`config.mk`:
```
export PLATFORM = sky130hd
export DESIGN_NAME = hamming_frame_tx
export DESIGN_NICKNAME = d
export VERILOG_FILES = /design/src/rtl/hamming_frame_tx.sv
export SDC_FILE = /design/constraint.sdc
export NUM_CORES = 1
export LEC_CHECK = 0
export ABC_AREA = 0
export CAP_MARGIN = 20
export CORE_AREA = 10 10 80 82
export CTS_BUF_LIST = sky130_fd_sc_hd__clkbuf_8 sky130_fd_sc_hd__clkbuf_16
export DETAILED_ROUTE_END_ITERATION = 8
export DIE_AREA = 0 0 90 92
export SLEW_MARGIN = 0
export SYNTH_ARGS = -nofsm -noshare
export SYNTH_HDL_FRONTEND = slang
export SYNTH_SLANG_ARGS = --single-unit
```
`constraint.sdc`:
```
create_clock -name clock -period 1.5 [get_ports clock]
set_input_delay 0.3 -clock clock [delete_from_list [all_inputs] [get_ports clock]]
set_output_delay 0.3 -clock clock [all_outputs]
set_load 0.02 [all_outputs]
```
`src/rtl/hamming_frame_tx.sv`:
```
`default_nettype none
// ============================================================================
// Module      : hamming_frame_tx
// Description : Serial SECDED byte transmitter. Each accepted byte becomes a
//               Hamming(12,8) codeword plus overall parity (13 bits). A frame
//               is sent one bit per clock on serialOut: SYNC_LEN sync bits,
//               then the codeword MSB first, then GAP_LEN idle-low bits.
//               Optional macro HAMMING_TX_ERR_INJECT_EN adds an err_mask input
//               that is XORed into the transmitted codeword.
// Revision    : 1.0 - initial release
// ============================================================================
module hamming_frame_tx #(
  parameter int                  SYNC_LEN = 4,
  parameter logic [SYNC_LEN-1:0] SYNC_PAT = 4'b0111,
  parameter int                  GAP_LEN  = 2
) (
  input  logic        clock,
  input  logic        reset_L,
  input  logic [7:0]  data_in,
  input  logic        data_valid,
`ifdef HAMMING_TX_ERR_INJECT_EN
  input  logic [12:0] err_mask,
`endif
  output logic        data_ready,
  output logic        serialOut,
  output logic        busy
);

  // Counter must reach the longest phase length minus one.
  localparam int c_maxLen = (SYNC_LEN > 13)
                          ? ((SYNC_LEN > GAP_LEN) ? SYNC_LEN : GAP_LEN)
                          : ((13 > GAP_LEN) ? 13 : GAP_LEN);
  localparam int c_cntW = (c_maxLen < 2) ? 1 : $clog2(c_maxLen);

  localparam logic [c_cntW-1:0] c_syncLast = c_cntW'(SYNC_LEN - 1);
  localparam logic [c_cntW-1:0] c_dataLast = c_cntW'(12);
  localparam logic [c_cntW-1:0] c_gapLast  = c_cntW'(GAP_LEN - 1);

  typedef enum logic [1:0] {
    S_IDLE = 2'd0,
    S_SYNC = 2'd1,
    S_DATA = 2'd2,
    S_GAP  = 2'd3
  } state_t;

  state_t              r_state;
  state_t              w_nextState;
  logic [c_cntW-1:0]   r_cnt;
  logic [12:0]         r_cw;
  logic [SYNC_LEN-1:0] r_sync;
  logic                r_ready;
  logic                r_busy;

  logic                w_accept;
  logic [12:1]         w_word;
  logic [12:0]         w_cw;
  logic [12:0]         w_mask;

`ifdef HAMMING_TX_ERR_INJECT_EN
  assign w_mask = err_mask;
`else
  assign w_mask = 13'd0;
`endif

  assign w_accept = data_valid && r_ready;

  // Hamming(12,8) placement: data at positions 3,5,6,7,9,10,11,12, parity at
  // 1,2,4,8, each parity covering positions whose index has that bit set.
  always_comb begin
    w_word     = '0;
    w_word[3]  = data_in[0];
    w_word[5]  = data_in[1];
    w_word[6]  = data_in[2];
    w_word[7]  = data_in[3];
    w_word[9]  = data_in[4];
    w_word[10] = data_in[5];
    w_word[11] = data_in[6];
    w_word[12] = data_in[7];
    w_word[1]  = data_in[0] ^ data_in[1] ^ data_in[3] ^ data_in[4] ^ data_in[6];
    w_word[2]  = data_in[0] ^ data_in[2] ^ data_in[3] ^ data_in[5] ^ data_in[6];
    w_word[4]  = data_in[1] ^ data_in[2] ^ data_in[3] ^ data_in[7];
    w_word[8]  = data_in[4] ^ data_in[5] ^ data_in[6] ^ data_in[7];
    w_cw       = {w_word, ^w_word};
  end

  // State register, phase counter, shift registers and registered flags.
  always_ff @(posedge clock) begin
    if (!reset_L) begin
      r_state <= S_IDLE;
      r_cnt   <= '0;
      r_cw    <= '0;
      r_sync  <= '0;
      r_ready <= 1'b1;
      r_busy  <= 1'b0;
    end else begin
      r_state <= w_nextState;
      r_ready <= (w_nextState == S_IDLE);
      r_busy  <= (w_nextState != S_IDLE);
      // Counter restarts on every phase change; it idles at zero.
      if (w_nextState != r_state)
        r_cnt <= '0;
      else if (r_state != S_IDLE)
        r_cnt <= r_cnt + c_cntW'(1);
      if (w_accept) begin
        r_cw   <= w_cw ^ w_mask;
        r_sync <= SYNC_PAT;
      end else begin
        if (r_state == S_DATA) r_cw   <= r_cw << 1;
        if (r_state == S_SYNC) r_sync <= r_sync << 1;
      end
    end
  end

  // Next-state and serial line selection.
  always_comb begin
    w_nextState = r_state;
    serialOut   = 1'b0;
    case (r_state)
      S_IDLE: begin
        if (w_accept) w_nextState = S_SYNC;
      end
      S_SYNC: begin
        serialOut = r_sync[SYNC_LEN-1];
        if (r_cnt == c_syncLast) w_nextState = S_DATA;
      end
      S_DATA: begin
        serialOut = r_cw[12];
        if (r_cnt == c_dataLast) w_nextState = S_GAP;
      end
      S_GAP: begin
        if (r_cnt == c_gapLast) w_nextState = S_IDLE;
      end
      default: w_nextState = S_IDLE;
    endcase
  end

  assign data_ready = r_ready;
  assign busy       = r_busy;

endmodule
`default_nettype wire

```
# Word level (Yosys, flattened, before mapping)
# Cells that the tools add are included.
# W data, S select, Z words.
# totals
out_inout_bits	3
regBits	25
inputBits	11
# op_classes
addsub	1
n_reduce_logical	10
n_eq_ne	7
n_mux	10
n_bitwise	15
# op_table
operator	count
$mux W13	2
$xor A1 B1 Y1	14
$reduce_xor A12 Y1	1
$mux W2	4
$pmux W2 S4	1
$reduce_bool A2 Y1	4
$mux W3	2
$add A4 B1 Y4 const B	1
$eq A2 B2 Y1 const B	2
$eq A4 B1 Y1 const B	1
$eq A4 B2 Y1 const B	1
$eq A4 B4 Y1 const B	1
$logic_not A2 Y1	2
$reduce_or A2 Y1	2
$eq A2 B1 Y1 const B	1
$ne A2 B2 Y1	1
$pmux W1 S2	1
$logic_and A1 B1 Y1	1
$not A1 Y1	1

# Longest topological paths before layout
# depth
word_depth	6
depth_mapped	7

# Least setup slack after synthesis
# Ideal clock, no wire load.
# synth_path
kind	register -> output
from	register r_state[0]
to	output port serialOut
arrival_time_ns	1.432
setup_slack_ns	-0.232
path_stages_with_launch	7
n_path_buf	2
cell_sequence	dfxtp_1 -> inv_1 -> ha_1 -> buf_2 -> buf_2 -> a22oi_1 -> nor2b_1
# synth_between
elab_chain_len	2
elab_cells_between_ends	3
cone_classes	eq/ne: 2; mux: 1
# synth_rtl
element	line_no	rtl
from (decl)	46	state_t r_state;
from (signal assigned)	96	r_state <= w_nextState;
$eq A2 B2 Y1 or $eq A2 B1 Y1 (tied branches)	118	case (r_state)
$pmux W1 S2 *	118	
to (decl)	25	output logic serialOut,
# Mark *: on every way between the ends. The rest lies on a longest branch, timed or not.

# Worst setup path in the final report
# layout_path
from	register r_cnt[0]
to	register r_cnt[2]
# layout_between
elab_chain_len	5
elab_cells_between_ends	10
cone_classes	add/sub: 1; eq/ne: 4; mux: 4; reduce/logical: 1
# layout_rtl
element	line_no	rtl
from (decl)	48	logic [c_cntW-1:0] r_cnt;
from (signal assigned)	103	r_cnt <= r_cnt + c_cntW'(1);
$eq A4 B1 Y1, or another cell as far along	131	if (r_cnt == c_gapLast) w_nextState = S_IDLE;
$mux W2, on equally long branches	131, 124, 128	
$pmux W2 S4	118	
$ne A2 B2 Y1	100	if (w_nextState != r_state)
$reduce_or A2 Y1 (no line)	n/a	
# Parallel ways exist; a longest one is shown, timed or not.
# A chain may end at the register's enable or synchronous reset.

==> results.sh <==
export IMPL_post_dp_hpwl_mm=2.22
export IMPL_viasPerCell=4.50
export IMPL_die_h_um=92
export IMPL_grt_busiest_layer="met2"
export IMPL_overflow=0
export IMPL_min_path_type="input port to register"
export IMPL_ir_drop_v=0.000314
export IMPL_nNetsFinal=214
export IMPL_skew_ns=0.00398
export IMPL_gp_congestion=0.840
export IMPL_total_power_mw=1.80
export IMPL_hold_viol=0
export IMPL_leakagePower_nw=0.927
export IMPL_use_met2=0.143
export IMPL_synth_seq_area_share=0.348
export IMPL_clkTransAtPathRegs_ns=0.09
export IMPL_n_antenna_cell=0
export IMPL_maxSlewViolCount=0
export IMPL_antenna_found_initial=0
export IMPL_core_area_mm2=0.00491
export IMPL_routed_wl_mm=3.23
export IMPL_grt_usage=0.0796
export IMPL_io_pins=14
export IMPL_first_pass_iters=3
export IMPL_crit_path_cell_trace="ha_4 > or3b_4 > a21oi_4 > nand4b_1 > o311ai_4 > nor3_1"
export IMPL_worstSetupPathType="register to register"
export IMPL_areaGrowthSynthToFinish_pct=54.0
export IMPL_fin_crit_ns=1.61
export IMPL_synth_net_count=171
export IMPL_clock_sinks=25
export IMPL_cts_hold_buf=0
export IMPL_antenna_left=0
export IMPL_routedWlPerCell_um=12.2
export IMPL_rows=26
export IMPL_syn_area_mm2=0.00144
export IMPL_postLayoutSetupSlackWorst_ns=-0.113
export IMPL_first_global_vias=1248
export IMPL_drv_cap=0
export IMPL_synth_cell_types=34
export IMPL_cts_tree="built"
export IMPL_drive_above_1_share=0.371
export IMPL_crit_required_ns=1.65
export IMPL_layout_cells_most_common_list="buf_4, dfxtp_1, nand2_1"
export IMPL_critPathLaunchType="register"
export IMPL_postLayoutCoreUtil=0.451
export IMPL_grt_pass1_wl_mm=5.56
export IMPL_h_tree_depth=1
export IMPL_timing_fmax_mhz=620
export IMPL_use_met1=0.0864
export IMPL_cpMaxStageDelayCell="dfxtp_4"
export IMPL_yosys_warnings=0
export IMPL_arrival_ns=1.77
export IMPL_status="finished, violations left"
export IMPL_drtIter0Drc=23
export IMPL_setup_violations=7
export IMPL_numCtsBuffers=3
export IMPL_start_util=0.293
export IMPL_drc=0
export IMPL_met3_usage=0.0261
export IMPL_worst_path_largest_cell_delay_ns=0.41
export IMPL_via_count=1188
export IMPL_max_clock_path_buffers=2
export IMPL_post_place_ws_ns=-0.271
export IMPL_final_common_cell="buf_4"
export IMPL_critPathCaptureType="register"
export IMPL_violations="setup timing"
export IMPL_root_buffer="clkbuf_8"
export IMPL_fin_crit_sh=1.08
export IMPL_critical_path_peak_fanout=4
export IMPL_rsz0062_at_grt="yes"
export IMPL_ys_ff_latch=25
export IMPL_synth_area_per_cell_um2=9.46
export IMPL_power_density_mw_per_mm2=814
export IMPL_max_slew_margin=0.770
export IMPL_grt_max_degree=21
export IMPL_fp_dieW_um=90
export IMPL_syn_inst=152
export IMPL_die_area_mm2=0.00828
export IMPL_clock_latency_ns=0.27
export IMPL_tightest_slew_ns=0.345
export IMPL_portBuffers=13
-- repair_timing --
action | in CTS | in global routing
setup endpoints to repair | 10 | 12
setup buffers | 5 | 1
pin swaps | 15 | 9
resized for setup | 36 | 13
gates cloned | 0 | 0
-- registers in the layout (all words and copies together), names as in the netlist --
signal and cells:
data_ready 1, r_state 2, r_cnt 4, busy 1, r_cw 13, r_sync 4
-- layout make-up --
type / count / area, µm²
Timing Repair Buffer: 47 / 442
Inverter: 8 / 37.5
Clock buffer: 3 / 41.3
Sequential cell: 25 / 513
Clock inverter: 1 / 7.51
Fill cell: 453 / 2700
Multi-Input combinational cell: 110 / 1090
Tap cell: 70 / 87.6
-- synth_stat cells, drive strengths merged --
library cell,instances,area share
a21oi,2,0.0070
and2,1,0.0044
clkbuf,6,0.016
a22oi,1,0.0052
o21ai,5,0.023
xnor2,14,0.096
mux2i,16,0.11
dfxtp,25,0.35
a21boi,3,0.016
nor3,4,0.014
inv,8,0.021
nand4b,3,0.018
or3b,1,0.0061
buf,3,0.010
o211a,12,0.084
nor4b,1,0.0061
xor2,3,0.024
o311ai,1,0.0061
nand3,3,0.010
nor2,3,0.0078
nor2b,1,0.0044
ha,8,0.070
a31oi,3,0.013
nand2,18,0.047
o22ai,1,0.0044
o21a,1,0.0052
nand2b,2,0.0087
a221oi,1,0.0061
nand4,1,0.0044
and3,1,0.0044
-- through the flow --
stage	cells	area, µm²	hold slack (ns)	setup TNS [ns]
after floorplan	152	1510	0.409	0
after global placement	254	1890	0.469	-2.84
after detailed placement	254	1890	0.477	-3.11
after CTS	263	2150	0.493	-0.228
after global routing	264	2210	0.385	-1.07
final	264	2210	0.370	-0.477
-- layer usage --
metal | part of all wire | wire, µm
met1 | 0.46 | 1490
met2 | 0.49 | 1600
met3 | 0.035 | 112
met4 | 0.010 | 33
met5 | 0 | 0
-- logic make-up after synthesis --
family	share of synthesized area
buffers and inverters	0.0470
multiplexers	0.111
XOR/XNOR	0.119
adder cells (fa/ha/maj)	0.0696
flip-flops	0.348
AND/OR/NAND/NOR	0.136
AO/OA/AOI/OAI	0.169
-- where the power goes --
part	switching [mW]	internal, mW	leakage [nW]
combinational	0.274	0.334	0.696
clock	0.229	0.188	0.0217
sequential	0.0447	0.732	0.209
-- worst paths after layout --
check | from | end | slack [ns] | cells after the start
max | r_cnt[0] | r_cnt[2] | -0.11 | 6
min | data_in[4] | r_cw[9] | 0.37 | 2
max reg2reg | r_cnt[0] | r_cnt[2] | -0.11 | 6
min reg2reg | r_sync[0] | r_sync[0] | 0.49 | 2
-- critical path, delay by kind of cell, from the launching register on --
family | cells | cell delay, ns
AO/OA/AOI/OAI | 2 | 0.28
adder cells (fa/ha/maj) | 1 | 0.14
flip-flops | 1 | 0.41
AND/OR/NAND/NOR | 3 | 0.65
Note: power is estimated with default switching activity, not from simulation.
